[src/rtl/instr_loader_pkg.sv]
// Shared constants and types for the instruction loader and the instruction memory it feeds.
package instr_loader_pkg;

  localparam int unsigned MEM_DEPTH      = 32;
  localparam logic [31:0] HALT_WORD      = 32'hFFFF_FFFF;
  localparam int unsigned BYTE_W         = 8;
  localparam int unsigned WORD_W         = 32;
  localparam int unsigned ADDR_W         = 32;
  localparam int unsigned BYTES_PER_WORD = WORD_W / BYTE_W;

  typedef enum logic [1:0] {
    StIdle = 2'd0,
    StLoad = 2'd1,
    StDone = 2'd2
  } state_e;

endpackage

[src/rtl/instr_loader_byte_assembler.sv]
// Packs a byte stream into words; word/word_valid are combinational on the final byte of a word.
module instr_loader_byte_assembler
  import instr_loader_pkg::*;
#(
  parameter bit BIG_ENDIAN = 1'b1
) (
  input  logic              clk,
  input  logic              rst,
  input  logic              clear,
  input  logic              byte_valid,
  input  logic [BYTE_W-1:0] byte_data,
  output logic [WORD_W-1:0] word,
  output logic              word_valid
);

  localparam int unsigned CNT_W = $clog2(BYTES_PER_WORD);
  localparam logic [CNT_W-1:0] LAST_BYTE = CNT_W'(BYTES_PER_WORD - 1);

  logic [WORD_W-1:0] shift_q, shift_d, shifted;
  logic [CNT_W-1:0]  cnt_q, cnt_d;

  always_comb begin
    if (BIG_ENDIAN) begin
      shifted = {shift_q[WORD_W-BYTE_W-1:0], byte_data};
    end else begin
      shifted = {byte_data, shift_q[WORD_W-1:BYTE_W]};
    end
  end

  // Clear wins over a simultaneous byte so a restart drops that byte.
  always_comb begin
    shift_d = shift_q;
    cnt_d   = cnt_q;
    if (clear) begin
      shift_d = '0;
      cnt_d   = '0;
    end else if (byte_valid) begin
      shift_d = shifted;
      cnt_d   = cnt_q + CNT_W'(1);
    end
  end

  assign word       = shifted;
  assign word_valid = byte_valid & ~clear & (cnt_q == LAST_BYTE);

  always_ff @(posedge clk or posedge rst) begin
    if (rst) begin
      shift_q <= '0;
      cnt_q   <= '0;
    end else begin
      shift_q <= shift_d;
      cnt_q   <= cnt_d;
    end
  end

endmodule

[src/rtl/instr_loader.sv]
// Debug front end: loads UART bytes as 32-bit words into instruction memory until halt or full.
module instr_loader
  import instr_loader_pkg::*;
#(
  parameter int unsigned MEM_DEPTH  = instr_loader_pkg::MEM_DEPTH,
  parameter logic [31:0] HALT_WORD  = instr_loader_pkg::HALT_WORD,
  parameter bit          BIG_ENDIAN = 1'b1
) (
  input  logic                       clk,
  input  logic                       rst,
  input  logic                       start,
  input  logic                       rx_valid,
  input  logic [BYTE_W-1:0]          rx_data,
  output logic                       wr_instruction,
  output logic [WORD_W-1:0]          data_instruction,
  output logic [ADDR_W-1:0]          wr_addr,
  output logic                       busy,
  output logic                       done,
  output logic                       full_err,
  output logic [$clog2(MEM_DEPTH):0] word_count
);

  localparam int unsigned CNT_W = $clog2(MEM_DEPTH) + 1;
  localparam logic [CNT_W-1:0] LAST_IDX = CNT_W'(MEM_DEPTH - 1);

  state_e            state_q, state_d;
  logic [CNT_W-1:0]  index_q, index_d;
  logic [CNT_W-1:0]  count_q, count_d;
  logic              full_err_q, full_err_d;
  logic              wr_q, wr_d;
  logic [WORD_W-1:0] data_q, data_d;
  logic [ADDR_W-1:0] addr_q, addr_d;

  logic              asm_valid;
  logic [WORD_W-1:0] asm_word;
  logic              asm_word_valid;

  // Bytes only count while loading; start drops a coincident byte.
  assign asm_valid = rx_valid & (state_q == StLoad) & ~start;

  instr_loader_byte_assembler #(
    .BIG_ENDIAN (BIG_ENDIAN)
  ) u_byte_assembler (
    .clk        (clk),
    .rst        (rst),
    .clear      (start),
    .byte_valid (asm_valid),
    .byte_data  (rx_data),
    .word       (asm_word),
    .word_valid (asm_word_valid)
  );

  always_comb begin
    state_d    = state_q;
    index_d    = index_q;
    count_d    = count_q;
    full_err_d = full_err_q;
    wr_d       = 1'b0;
    data_d     = data_q;
    addr_d     = addr_q;

    unique case (state_q)
      StIdle, StDone: begin
        if (start) begin
          state_d    = StLoad;
          index_d    = '0;
          count_d    = '0;
          full_err_d = 1'b0;
        end
      end
      StLoad: begin
        if (start) begin
          index_d    = '0;
          count_d    = '0;
          full_err_d = 1'b0;
        end else begin
          if (asm_word_valid) begin
            wr_d   = 1'b1;
            data_d = asm_word;
            addr_d = ADDR_W'(index_q);
          end
          // Exit decision is taken at the end of the write pulse cycle.
          if (wr_q) begin
            index_d = index_q + CNT_W'(1);
            count_d = count_q + CNT_W'(1);
            if (data_q == HALT_WORD) begin
              state_d    = StDone;
              full_err_d = 1'b0;
            end else if (index_q == LAST_IDX) begin
              state_d    = StDone;
              full_err_d = 1'b1;
            end
          end
        end
      end
      default: state_d = StIdle;
    endcase
  end

  always_ff @(posedge clk or posedge rst) begin
    if (rst) begin
      state_q    <= StIdle;
      index_q    <= '0;
      count_q    <= '0;
      full_err_q <= 1'b0;
      wr_q       <= 1'b0;
      data_q     <= '0;
      addr_q     <= '0;
    end else begin
      state_q    <= state_d;
      index_q    <= index_d;
      count_q    <= count_d;
      full_err_q <= full_err_d;
      wr_q       <= wr_d;
      data_q     <= data_d;
      addr_q     <= addr_d;
    end
  end

  assign wr_instruction   = wr_q;
  assign data_instruction = data_q;
  assign wr_addr          = addr_q;
  assign busy             = (state_q == StLoad);
  assign done             = (state_q == StDone);
  assign full_err         = full_err_q;
  assign word_count       = count_q;

endmodule

[config.mk]
export PLATFORM = sky130hd
export DESIGN_NAME = instr_loader
export DESIGN_NICKNAME = d
export VERILOG_FILES = /design/src/rtl/instr_loader_pkg.sv /design/src/rtl/instr_loader_byte_assembler.sv /design/src/rtl/instr_loader.sv
export SDC_FILE = /design/constraint.sdc
export NUM_CORES = 1
export LEC_CHECK = 0
export ABC_AREA = 1
export BUFFER_PORTS_ARGS = -buffer_cell sky130_fd_sc_hd__buf_2
export CORE_ASPECT_RATIO = 0.9
export CORE_MARGIN = 5
export CORE_UTILIZATION = 40
export DETAILED_ROUTE_END_ITERATION = 6
export GPL_TIMING_DRIVEN = 0
export PLACE_DENSITY = 0.63
export SLEW_MARGIN = 30
export SYNTH_ARGS = -nofsm -noshare
export SYNTH_HDL_FRONTEND = slang
export SYNTH_SLANG_ARGS = --single-unit
[constraint.sdc]
create_clock -name clk -period 2.42 [get_ports clk]
set_input_delay 0.484 -clock clk [delete_from_list [all_inputs] [get_ports clk]]
set_output_delay 0.484 -clock clk [all_outputs]
set_load 0.005 [all_outputs]
Word-level counts from Yosys, hierarchy flattened. Index checks and enable logic that the tools add are counted.

Bits in latches: 0. Memories kept: 0. Logic and storage cells: 62. Output and inout port bits: 74. ROM bits: 0. Bits in registers: 80. Bits of input ports: 12. Memory bits (writable): 0.

Reductions and logical operators: 8. $add $sub $neg: 3. Div/mod/pow operators: 0. Order comparisons: 0. $mul: 0. Bitwise operators: 5. Mux-type cells: 26. Equality and inequality tests: 11. Shifts and indexed selects: 0.

Operators with widths (number): $mux 24 (2); $eq 32x32->1 const B (1); $mux 6 (5); $pmux 6 s2 (2); $mux 2 (7); $add 6x1->6 const B (2); $mux 1 (8); $reduce_and 4->1 (2); $eq 6x5->1 const B (1); $reduce_and 3->1 (2); $and 1x1->1 (4); $eq 2x2->1 const B (2); $ne 2x2->1 const B (2); $ne 4x2->1 const B (1); $pmux 2 s2 (1); $reduce_bool 2->1 (2); $ne 3x1->1 const B (1); $ne 3x2->1 const B (1); $add 2x1->2 const B (1); $eq 2x1->1 const B (1); $logic_not 2->1 (1); $ne 2x1->1 const B (1); $pmux 1 s2 (1); $reduce_or 2->1 (1); $not 1->1 (1).

Logic depth before layout (Yosys ltp). Gate-level depths: netlist of run 1.

Word-level depth: 8. Gate-level depth with buffers: 9. Mapped depth without buffers: 9.

Modules after synthesis. Synthesis of run 1 repeated with hierarchy kept, for this count alone.

Cell total of the unflattened synthesis: 466. Area total of the unflattened synthesis: 3834.9 um^2.

By module, submodules not included: instr_loader (sequential area each 1351.3 um^2, area an instance 2703.8 um^2, cells an instance 341, times used 1); instr_loader_byte_assembler (sequential area each 650.6 um^2, area an instance 1131.1 um^2, cells an instance 125, times used 1).

Worst setup path before layout of run 1. OpenSTA, ideal clock, no wires.

Path type: reg2reg. Start point: register state_q[1]. End point: register data_q[1], in the netlist data_instruction[1]. Period minus slack after synthesis: 1.342 ns. Setup time: 0.130 ns. Buffers on the path: 2. Arrival: 1.211 ns. Path slack: 1.078 ns. Data required time: 2.290 ns. Stages on the path, launching flop included: 9. Cell sequence: dfrtp_1 > nor2_8 > nand2_4 > nor2_4 > nand2_2 > buf_6 > buf_6 > nand2_1 > o21ai_1.

Cells in the longest elaborated chain, start to end: 6.

RTL lines: start, declared (line instr_loader.sv:26) `state_e state_q, state_d;`; start signal, assigned (line instr_loader.sv:102) `state_q <= StIdle;`; start signal, assigned (line instr_loader.sv:110) `state_q <= state_d;`; $eq 2x1->1 (*); via busy (line instr_loader.sv:17) `output logic busy,`; $and 1x1->1 (2 in a row) (line instr_loader.sv:39) `assign asm_valid = rx_valid & (state_q == StLoad) & ~start;`; $and 1x1->1 (2 in a row) (line instr_loader_byte_assembler.sv:44) `assign word_valid = byte_valid & ~clear & (cnt_q == LAST_BYTE);`; $reduce_and 3->1 (no source line) (*); end signal, assigned (line instr_loader.sv:115) `data_q <= data_d;`; end, declared (line instr_loader.sv:31) `logic [WORD_W-1:0] data_q, data_d;`.

The timed path passes the listed nets; every way through them passes the cells marked *. A chain may end at the register's enable or synchronous reset.

Worst setup path in the final report of run 1.
Start point: register state_q[1]. End point: output port done.

Cells in the longest elaborated chain, start to end: 1.

RTL lines: $eq 2x2->1 (line instr_loader.sv:124) `assign done = (state_q == StDone);`; end, declared (line instr_loader.sv:18) `output logic done,`.

No other way between the ends.

==> results_tabular.tex, run 1 <==
\begin{tabular}{lr}
\hline
Metric & Value \\
\hline
\multicolumn{2}{l}{\textbf{Floorplanning}} \\
Total number of placement rows & 32 \\
Die Span X & between 100 and 150 um \\
Die height & around 99 um \\
Ports & 86 \\
Effective utilization at floorplan & 0.409 \\
Die Footprint & 10700 sq um \\
CORE AREA & 8530 sq um \\
\multicolumn{2}{l}{\textbf{Power}} \\
Sw Share & 0.285 \\
PD cells & 689 nW/um\^{}2 \\
P\_leak & approximately 2.2 nW \\
Net switching component of the power & about 0.85 mW \\
IR drop worst, VDD & about 400 uV \\
Power share of the sequential group & 0.513 \\
Part of the power in combinational logic & 0.158 \\
Internal power summed over all cells & about 2.1 mW \\
Post-layout power & just under 3 mW \\
Clock Power Share & 0.329 \\
\multicolumn{2}{l}{\textbf{Global routing}} \\
Total GRT Usage & 0.150 \\
Met3 Resource Use GR & 0.0445 \\
Met2 layer usage reported by global route & 0.229 \\
Antenna violations before repair & 0 \\
Gr busiest metal & met2 \\
Final global-route overflow total & 0 \\
Largest net degree at the start of global routing & 26 \\
First-pass GRT wire length & between 10000 and 15000 um \\
Met1 routing resource usage after global routing & 0.201 \\
Via count of the first global-routing pass & 2624 \\
\multicolumn{2}{l}{\textbf{Logic synthesis}} \\
Most numerous cell types in the synthesized netlist & 80 x sky130\_fd\_sc\_hd\_\_dfrtp\_1, 78 x sky130\_fd\_sc\_hd\_\_nand2\_1, 52 x sky130\_fd\_sc\_hd\_\_inv\_1, 31 x sky130\_fd\_sc\_hd\_\_o21ai\_1, 26 x sky130\_fd\_sc\_hd\_\_buf\_4 \\
Netlist area before placement & about 3500 sq um \\
YS warnings & 0 \\
Fraction of registers with async set/reset & 1.00 \\
Flop and latch count out of synthesis & 80 \\
Synthesized area divided by synthesized cell count & 9.25 sq um \\
Count of flip-flops with a built-in enable after synthesis & 0 \\
Post-synthesis cell type with the largest combined area & sky130\_fd\_sc\_hd\_\_dfrtp\_1 \\
Leading post-synthesis cells by cell area & sky130\_fd\_sc\_hd\_\_dfrtp\_1 57\%, sky130\_fd\_sc\_hd\_\_nand2\_1 8.4\%, sky130\_fd\_sc\_hd\_\_buf\_4 5.6\%, sky130\_fd\_sc\_hd\_\_inv\_1 5.6\%, sky130\_fd\_sc\_hd\_\_o22ai\_1 4.5\% \\
Most instantiated flip-flop cell in the synthesis netlist & sky130\_fd\_sc\_hd\_\_dfrtp\_1 \\
Post-synthesis instance total & 377 \\
Sequential-to-total area share from yosys stat & 0.574 \\
Top cell type's share of synthesized area & 0.574 \\
Most instantiated library cell after synthesis & sky130\_fd\_sc\_hd\_\_dfrtp\_1 \\
Unique masters post-synth & 25 \\
\multicolumn{2}{l}{\textbf{Clock tree}} \\
Clock tree sinks & 80 \\
Number of setup buffers added after CTS & 0 \\
Number of buffers added to fix hold violations after cts & 0 \\
Clock tree root buffer cell & sky130\_fd\_sc\_hd\_\_clkbuf\_8 \\
Clock Latency Late Sink & roughly 0.35 ns \\
CTS tree & yes \\
Clock transition at path regs & $\sim$0.08 ns \\
Post-CTS Resized & 0 \\
Total number of H-tree levels & 3 \\
Maximum count of clock buffers along a single path & 2 \\
Number of buffers created by CTS & 9 \\
\multicolumn{2}{l}{\textbf{Setup path}} \\
Highest fanout seen on the critical path & 4 \\
Worst r2r dst & data\_instruction[2] \\
Kind of critical path & reg2out \\
Length in cells of the worst reg-to-reg path & 7 \\
Max stage delay on crit path & about 0.48 ns \\
Critical path cell sequence & inv\_1, nor2\_1, buf\_2 \\
Data required time at the worst endpoint & about 1.9 ns \\
Arrival time worst endpoint & 1.20 ns \\
Nature of the critical path endpoint & primary output \\
Setup slack on the worst flop-to-flop path & about 0.84 ns \\
Launch instance of the worst register-to-register path & state\_q[0] \\
Cell with the biggest individual delay on the critical path & sky130\_fd\_sc\_hd\_\_dfrtp\_1 \\
CP Launch Type & register \\
\multicolumn{2}{l}{\textbf{STA}} \\
Worst clock skew & 0.00766 ns \\
Final Hold Vio Count & 0 \\
Measured slew at the worst slew-check pin & between 0.5 and 0.6 ns \\
Worst setup margin & 0.735 ns \\
Final number of setup-violating endpoints & 0 \\
Relative slew slack & 0.622 \\
Setup repair after global routing missed its margin & false \\
Max Freq & just under 0.6 GHz \\
Tmin final & around 1.7 ns \\
Period utilization & 0.696 \\
Setup total negative slack & 0 ns \\
Slew Viols, Final & 0 \\
\multicolumn{2}{l}{\textbf{Placement}} \\
Worst setup slack after placement & 0.830 ns \\
Detailed placement HPWL & 5870 um \\
Final GP Congestion & 0.829 \\
PortBufs & just under 60 \\
\multicolumn{2}{l}{\textbf{Drt}} \\
Routed Wire Length & 7570 um \\
Remaining design rule violation count & 0 \\
Average vias per placed instance & 4.51 \\
Detail-routed net length per standard cell & approximately 13 um \\
First-pass iteration count of the detailed router & 4 \\
Detailed-route via count & approximately 2700 \\
Count of routing violations after the opening detailed-route iteration & approximately 120 \\
Antenna-violating nets left & 0 \\
\multicolumn{2}{l}{\textbf{Run}} \\
Maximum capacitance violations & 0 \\
\multicolumn{2}{l}{\textbf{Outcome}} \\
Result of the run & completed \\
\multicolumn{2}{l}{\textbf{Layout}} \\
Number of inserted diodes & 0 \\
Number of nets at the end of the flow & 490 \\
Share of layout cells above drive strength 1 & 0.258 \\
Filler instances & around 820 \\
Area grow syn2layout & 23.3\% \\
\multicolumn{2}{l}{\textbf{Hold path}} \\
Path class of the lowest-slack min-delay path & in2async \\
\hline
\end{tabular}
cell usage in the layout (no fill, tap or decap), drive strengths merged:
master / netlist / routed
buf: 36 / 98
nand2: 82 / 82
dfrtp: 80 / 80
inv: 53 / 54
o21ai: 44 / 44
conb: 1 / 26
o22ai: 25 / 25
nor2: 24 / 24
clkbuf: 3 / 13
a21oi: 10 / 10
nand3: 9 / 9
nor3: 5 / 5
clkinvlp: 0 / 3
ha: 3 / 3
a22o: 1 / 1
xor2: 1 / 1
clkinv: 0 / 1
bufinv: 0 / 1
power by group through the flow:
stage	Clock, mW	Sequential, mW	Combinational (mW)
6_report	0.975	1.52	0.468
2_1_floorplan	0	1.54	0.305
5_1_grt	1.07	1.53	0.524
3_3_place_gp	0	1.54	0.444
4_1_cts	1.00	1.52	0.473
3_5_place_dp	0	1.55	0.471
metrics by stage:
step | std cells | hold WS (ns) | utilization | instance area, sq um
after floorplan | 402 | 0.446 | - | 3590
after global placement | 580 | 0.463 | 0.473 | 4030
after detailed placement | 583 | 0.467 | 0.481 | 4110
after CTS | 599 | 0.145 | 0.504 | 4300
after global routing | 599 | 0.169 | 0.504 | 4300
final | 599 | 0.149 | 0.504 | 4300
cell type report:
cell class / instances / area, sq um / area share
sequential: 80 / 2000 / 0.466
inverter: 53 / 203 / 0.0471
clock buffer: 10 / 128 / 0.0297
multi-input combinational: 230 / 1090 / 0.254
buffer: 39 / 290 / 0.0675
clock inverter: 6 / 67.6 / 0.0157
timing repair buffer: 62 / 370 / 0.0861
tap: 119 / 149 / 0.0346
critical path: cells and delay by family (launching register included):
| family | cells | cell delay, ns |
|---|---|---|
| buffers and inverters | 2 | 0.23 |
| AND/OR/NAND/NOR | 1 | 0.14 |
| flip-flops | 1 | 0.48 |
cell families after synthesis:
kind of cell	share of synthesized area
adders and majority gates	0.0108
buffers and inverters	0.140
and+or+nand+nor	0.147
AOI/OAI and AO/OA	0.125
other	0.00108
DFF	0.574
xor gates and xnor gates	0.00251
registers in the layout, indices dropped and copies added (netlist names):
signal / flops
word_count: 6
wr_instruction: 1
u_byte_assembler.shift_q: 24
data_instruction: 32
full_err: 1
wr_addr: 6
index_q: 6
state_q: 2
u_byte_assembler.cnt_q: 2
worst max path at each step:
stage / startpoint / depth (start not counted) / slack (ns) / endpoint
floorplan: rst / 1 / 1.03 / data_instruction[0]
global placement: rst / 2 / 0.48 / word_count[3]
detailed placement: start / 7 / 0.83 / index_q[4]
CTS: state_q[1] / 3 / 0.71 / done
global route: state_q[1] / 3 / 0.65 / done
finish: state_q[1] / 3 / 0.73 / done
routing by layer:
metal	part of all wire	vias to the layer above
li1	-	1347
met1	0.46	1268
met2	0.45	72
met3	0.064	17
met4	0.022	0
met5	0	-
Power figures use the tool's default switching activity.
==> run 2: changes to the inputs <==
- ABC_AREA: 1 -> 0
- PLACE_DENSITY: 0.63 -> 0.61
- clock period: 2.42 -> 1.6 ns (I/O delays scaled with it)
==> run 2 against run 1 <==
Compared with the run above: via count shrank 13%; critical path depth grew 4; worst hold slack gained 0.061 ns; non-clock buffer count grew 7; synthesized cell count shrank 32%; largest power group unchanged.
==> results_tabular.tex, run 2 <==
\begin{tabular}{lr}
\hline
Metric & Value \\
\hline
\multicolumn{2}{l}{\textbf{Global routing}} \\
Antenna violations before repair & 0 (unchanged) \\
Via count of the first global-routing pass & 2288 (-13\%) \\
First-pass GRT wire length & 11900 um (-5.6\%) \\
Final global-route overflow total & 0 (unchanged) \\
Largest net degree at the start of global routing & 26 (unchanged) \\
Total GRT Usage & 0.147 (-0.00356) \\
\multicolumn{2}{l}{\textbf{STA}} \\
Setup repair after global routing missed its margin & true \\
Final Hold Vio Count & 0 (unchanged) \\
Setup total negative slack & 0 ns (unchanged) \\
Worst clock skew & 0.00966 ns (+0.00200 ns) \\
Final number of setup-violating endpoints & 0 (unchanged) \\
Worst setup margin & 0.00327 ns (-0.731 ns) \\
Tmin final & about 1.6 ns \\
Max Freq & 0.626 GHz \\
Hold Slack & 0.211 ns (+0.0614 ns) \\
Period utilization & 0.998 \\
Slew Viols, Final & 0 (unchanged) \\
\multicolumn{2}{l}{\textbf{Floorplanning}} \\
Ports & 86 (unchanged) \\
Die Footprint & 10600 sq um (-1.2\%) \\
Effective utilization at floorplan & 0.406 (-0.00352) \\
Die Span X & 108 um (-0.60\%) \\
Die height & 98.0 um (-0.60\%) \\
CORE AREA & 8490 sq um (-0.47\%) \\
Total number of placement rows & 32 (unchanged) \\
\multicolumn{2}{l}{\textbf{Clock tree}} \\
Total number of H-tree levels & 3 (unchanged) \\
Clock transition at path regs & 0.08 ns (about the same) \\
CTS tree & yes \\
Maximum count of clock buffers along a single path & 2 (unchanged) \\
Number of buffers created by CTS & 9 (unchanged) \\
Clock tree sinks & 80 (unchanged) \\
Clock tree root buffer cell & sky130\_fd\_sc\_hd\_\_clkbuf\_8 \\
Clock Latency Late Sink & 0.35 ns (about the same) \\
\multicolumn{2}{l}{\textbf{Placement}} \\
Placed cell areas & 4050 sq um (-1.3\%) \\
PortBufs & 59 (unchanged) \\
Detailed placement HPWL & 5340 um (-9.1\%) \\
Worst setup slack after placement & -0.144 ns (-0.975 ns) \\
Final GP Congestion & 0.756 (-8.8\%) \\
\multicolumn{2}{l}{\textbf{Logic synthesis}} \\
XOR/XNOR Fraction of Synth Area & 0.0178 (+0.0153) \\
Post-synthesis cell type with the largest combined area & sky130\_fd\_sc\_hd\_\_dfrtp\_1 \\
Fraction of the mapped netlist area in simple logic gates & 0.0654 (-0.0813) \\
Portion of netlist area occupied by mux cells & 0.137 (+0.137) \\
Sequential-to-total area share from yosys stat & 0.582 (+0.00772) \\
Area fraction in compound gates after synthesis & 0.100 (-0.0249) \\
Count of flip-flops with a built-in enable after synthesis & 0 (unchanged) \\
Synthesized area divided by synthesized cell count & 13.4 sq um (+45\%) \\
Main combinational cell family by area after synthesis & multiplexers \\
YS warnings & 0 (unchanged) \\
Most instantiated flip-flop cell in the synthesis netlist & sky130\_fd\_sc\_hd\_\_dfrtp\_1 \\
Most instantiated library cell after synthesis & sky130\_fd\_sc\_hd\_\_dfrtp\_1 \\
Fraction of registers with async set/reset & 1.00 (unchanged) \\
Netlist area before placement & 3440 sq um (-1.3\%) \\
Leading post-synthesis cells by cell area & sky130\_fd\_sc\_hd\_\_dfrtp\_1 58\%, sky130\_fd\_sc\_hd\_\_mux2\_2 9.8\%, sky130\_fd\_sc\_hd\_\_a22o\_1 6.4\%, sky130\_fd\_sc\_hd\_\_buf\_4 5.7\%, sky130\_fd\_sc\_hd\_\_mux2\_4 3.9\% \\
Post-synthesis instance total & 257 (-32\%) \\
Most numerous cell types in the synthesized netlist & 80 x sky130\_fd\_sc\_hd\_\_dfrtp\_1, 30 x sky130\_fd\_sc\_hd\_\_mux2\_2, 26 x sky130\_fd\_sc\_hd\_\_buf\_4, 25 x sky130\_fd\_sc\_hd\_\_a22o\_1, 11 x sky130\_fd\_sc\_hd\_\_nand4\_1 \\
Top cell type's share of synthesized area & 0.582 (+0.00772) \\
Unique masters post-synth & 36 (+44\%) \\
Flop and latch count out of synthesis & 80 (unchanged) \\
Post-synthesis share of cell area spent on full adders, half adders and majority gates & 0.0109 (+0.000145) \\
\multicolumn{2}{l}{\textbf{Setup path}} \\
Cell seen most often among critical-path stages & sky130\_fd\_sc\_hd\_\_buf\_6 \\
Cell with the biggest individual delay on the critical path & sky130\_fd\_sc\_hd\_\_dfrtp\_1 \\
Setup slack on the worst flop-to-flop path & 0.003 ns (-0.84 ns) \\
Nature of the critical path endpoint & register \\
Max stage delay on crit path & 0.38 ns (-0.10 ns) \\
Kind of critical path & reg2reg \\
Highest fanout seen on the critical path & 8 (+4) \\
Data required time at the worst endpoint & 1.84 ns (-0.10 ns) \\
Critical path cell sequence & buf\_6, nor2\_4, and3\_1, buf\_6, nand2\_8, clkbuf\_16, mux2\_4 \\
Arrival time worst endpoint & 1.84 ns (+0.64 ns) \\
CP Launch Type & register \\
\multicolumn{2}{l}{\textbf{Drt}} \\
Detailed-route via count & 2341 (-13\%) \\
Routed Wire Length & 7710 um (+1.8\%) \\
Remaining design rule violation count & 0 (unchanged) \\
First-pass iteration count of the detailed router & 4 (unchanged) \\
Average vias per placed instance & 4.81 (+6.5\%) \\
Count of routing violations after the opening detailed-route iteration & 112 (-5.9\%) \\
Antenna-violating nets left & 0 (unchanged) \\
Detail-routed net length per standard cell & 15.8 um (+25\%) \\
\multicolumn{2}{l}{\textbf{Outcome}} \\
Result of the run & completed \\
\multicolumn{2}{l}{\textbf{Layout}} \\
Number of flip-flops in the largest register & 32 (unchanged) \\
Final Instance Area & 4450 sq um (+3.4\%) \\
Share of layout cells above drive strength 1 & 0.462 (+0.204) \\
Filler instances & 781 (-4.5\%) \\
Number of inserted diodes & 0 (unchanged) \\
Area grow syn2layout & 29.2\% \\
Fraction of the core area covered by cells at the end of the flow & 0.524 (+0.0195) \\
Number of nets at the end of the flow & 378 (-23\%) \\
Top library cells by usage in the layout, fill and taps aside & 80 x sky130\_fd\_sc\_hd\_\_dfrtp\_1, 61 x sky130\_fd\_sc\_hd\_\_buf\_2, 30 x sky130\_fd\_sc\_hd\_\_mux2\_2, 30 x sky130\_fd\_sc\_hd\_\_buf\_4, 26 x sky130\_fd\_sc\_hd\_\_conb\_1 \\
Most common cell after layout, fill and taps aside & sky130\_fd\_sc\_hd\_\_dfrtp\_1 \\
\multicolumn{2}{l}{\textbf{Power}} \\
IR drop worst, VDD & 443 uV (+11\%) \\
P\_leak & 2.41 nW (+10\%) \\
PD cells & 901 nW/um\^{}2 (+31\%) \\
\multicolumn{2}{l}{\textbf{Run}} \\
Maximum capacitance violations & 0 (unchanged) \\
\multicolumn{2}{l}{\textbf{Hold path}} \\
Path class of the lowest-slack min-delay path & in2reg \\
\hline
\end{tabular}
run 2: changes by cell type in the layout (fill, tap and decap cells not counted), moves of 5 or more:
cell	previous run	this run
sky130_fd_sc_hd__nand2_1	78	8
sky130_fd_sc_hd__inv_1	51	4
sky130_fd_sc_hd__o21ai_1	31	0
sky130_fd_sc_hd__mux2_2	0	30
sky130_fd_sc_hd__o22ai_1	25	0
sky130_fd_sc_hd__a22o_1	1	25
sky130_fd_sc_hd__nor2_1	22	6
sky130_fd_sc_hd__nand4_1	0	11
sky130_fd_sc_hd__a21oi_1	10	0
sky130_fd_sc_hd__mux2_4	0	9
sky130_fd_sc_hd__nand3_1	8	2
sky130_fd_sc_hd__o21ai_0	13	7
sky130_fd_sc_hd__xor2_1	1	7
sky130_fd_sc_hd__nor3_1	5	0
run 2: final timing paths:
| check | from | to | cells after the start |
|---|---|---|---|
| max in group asynchronous | rst | data_instruction[31] | 5 |
| worst max register to register | state_q[1] | data_instruction[17] | 7 |
| worst min-delay path | rx_data[0] | u_byte_assembler.shift_q[0] | 2 |
| worst max-delay path | state_q[1] | data_instruction[17] | 7 |
| worst min register to register | wr_addr[0] | wr_addr[0] | 1 |
| min in group asynchronous | rst | wr_addr[3] | 3 |
run 2: layout make-up:
type                    count  area, sq um  share of cell area
plain buffers              37          305              0.0687
clock buffers              11          141              0.0318
clock inverters             5         56.3              0.0127
inverters                   5         22.5             0.00507
multi-input cells         159         1280               0.288
flip-flops and latches     80         2000               0.450
well taps                 119          149              0.0335
repair buffers             71          489               0.110
run 2: power by group:
group / switching, mW / internal (mW) / total [mW] / leakage, nW
clock network: 0.720 / 0.762 / 1.48 / 0.0993
registers: 0.0682 / 2.10 / 2.17 / 1.10
logic: 0.164 / 0.192 / 0.356 / 1.21
run 2: critical path, delay by kind of cell (launching register included):
kind / cells / cell delay [ns]
AND/OR/NAND/NOR: 3 / 0.34
multiplexers: 1 / 0.29
flip-flops: 1 / 0.38
buffers and inverters: 3 / 0.48
run 2: cell families after synthesis:
family | Yosys count
flip-flops | 80
AND/OR/NAND/NOR | 41
AO/OA/AOI/OAI | 43
multiplexers | 39
buffers and inverters | 43
adder cells (fa/ha/maj) | 3
other | 1
XOR/XNOR | 7
run 2: timing repair:
| action | 4_1_cts | 5_1_grt |
|---|---|---|
| hold endpoints to repair | 11 | 0 |
| cloned | 0 | 4 |
| gates resized for setup | 12 | 11 |
| setup endpoints to repair | 50 | 60 |
| hold buffers | 1 | 0 |
| pin swaps | 0 | 1 |
| buffers inserted | 2 | 2 |
run 2: stage by stage:
step,std cells,power [mW]
floorplan,282,2.40
global placement,460,2.52
detailed placement,463,2.55
CTS,481,4.04
global route,487,4.19
finish,487,4.01
run 2: layer usage:
layer,wire (um),share of wire,GRT usage,vias to the layer above
li1,-,-,-,1088
met1,3780,0.49,0.211,1159
met2,3400,0.44,0.208,81
met3,388,0.050,0.0390,13
met4,142,0.018,0.0631,0
met5,0,0,0,-
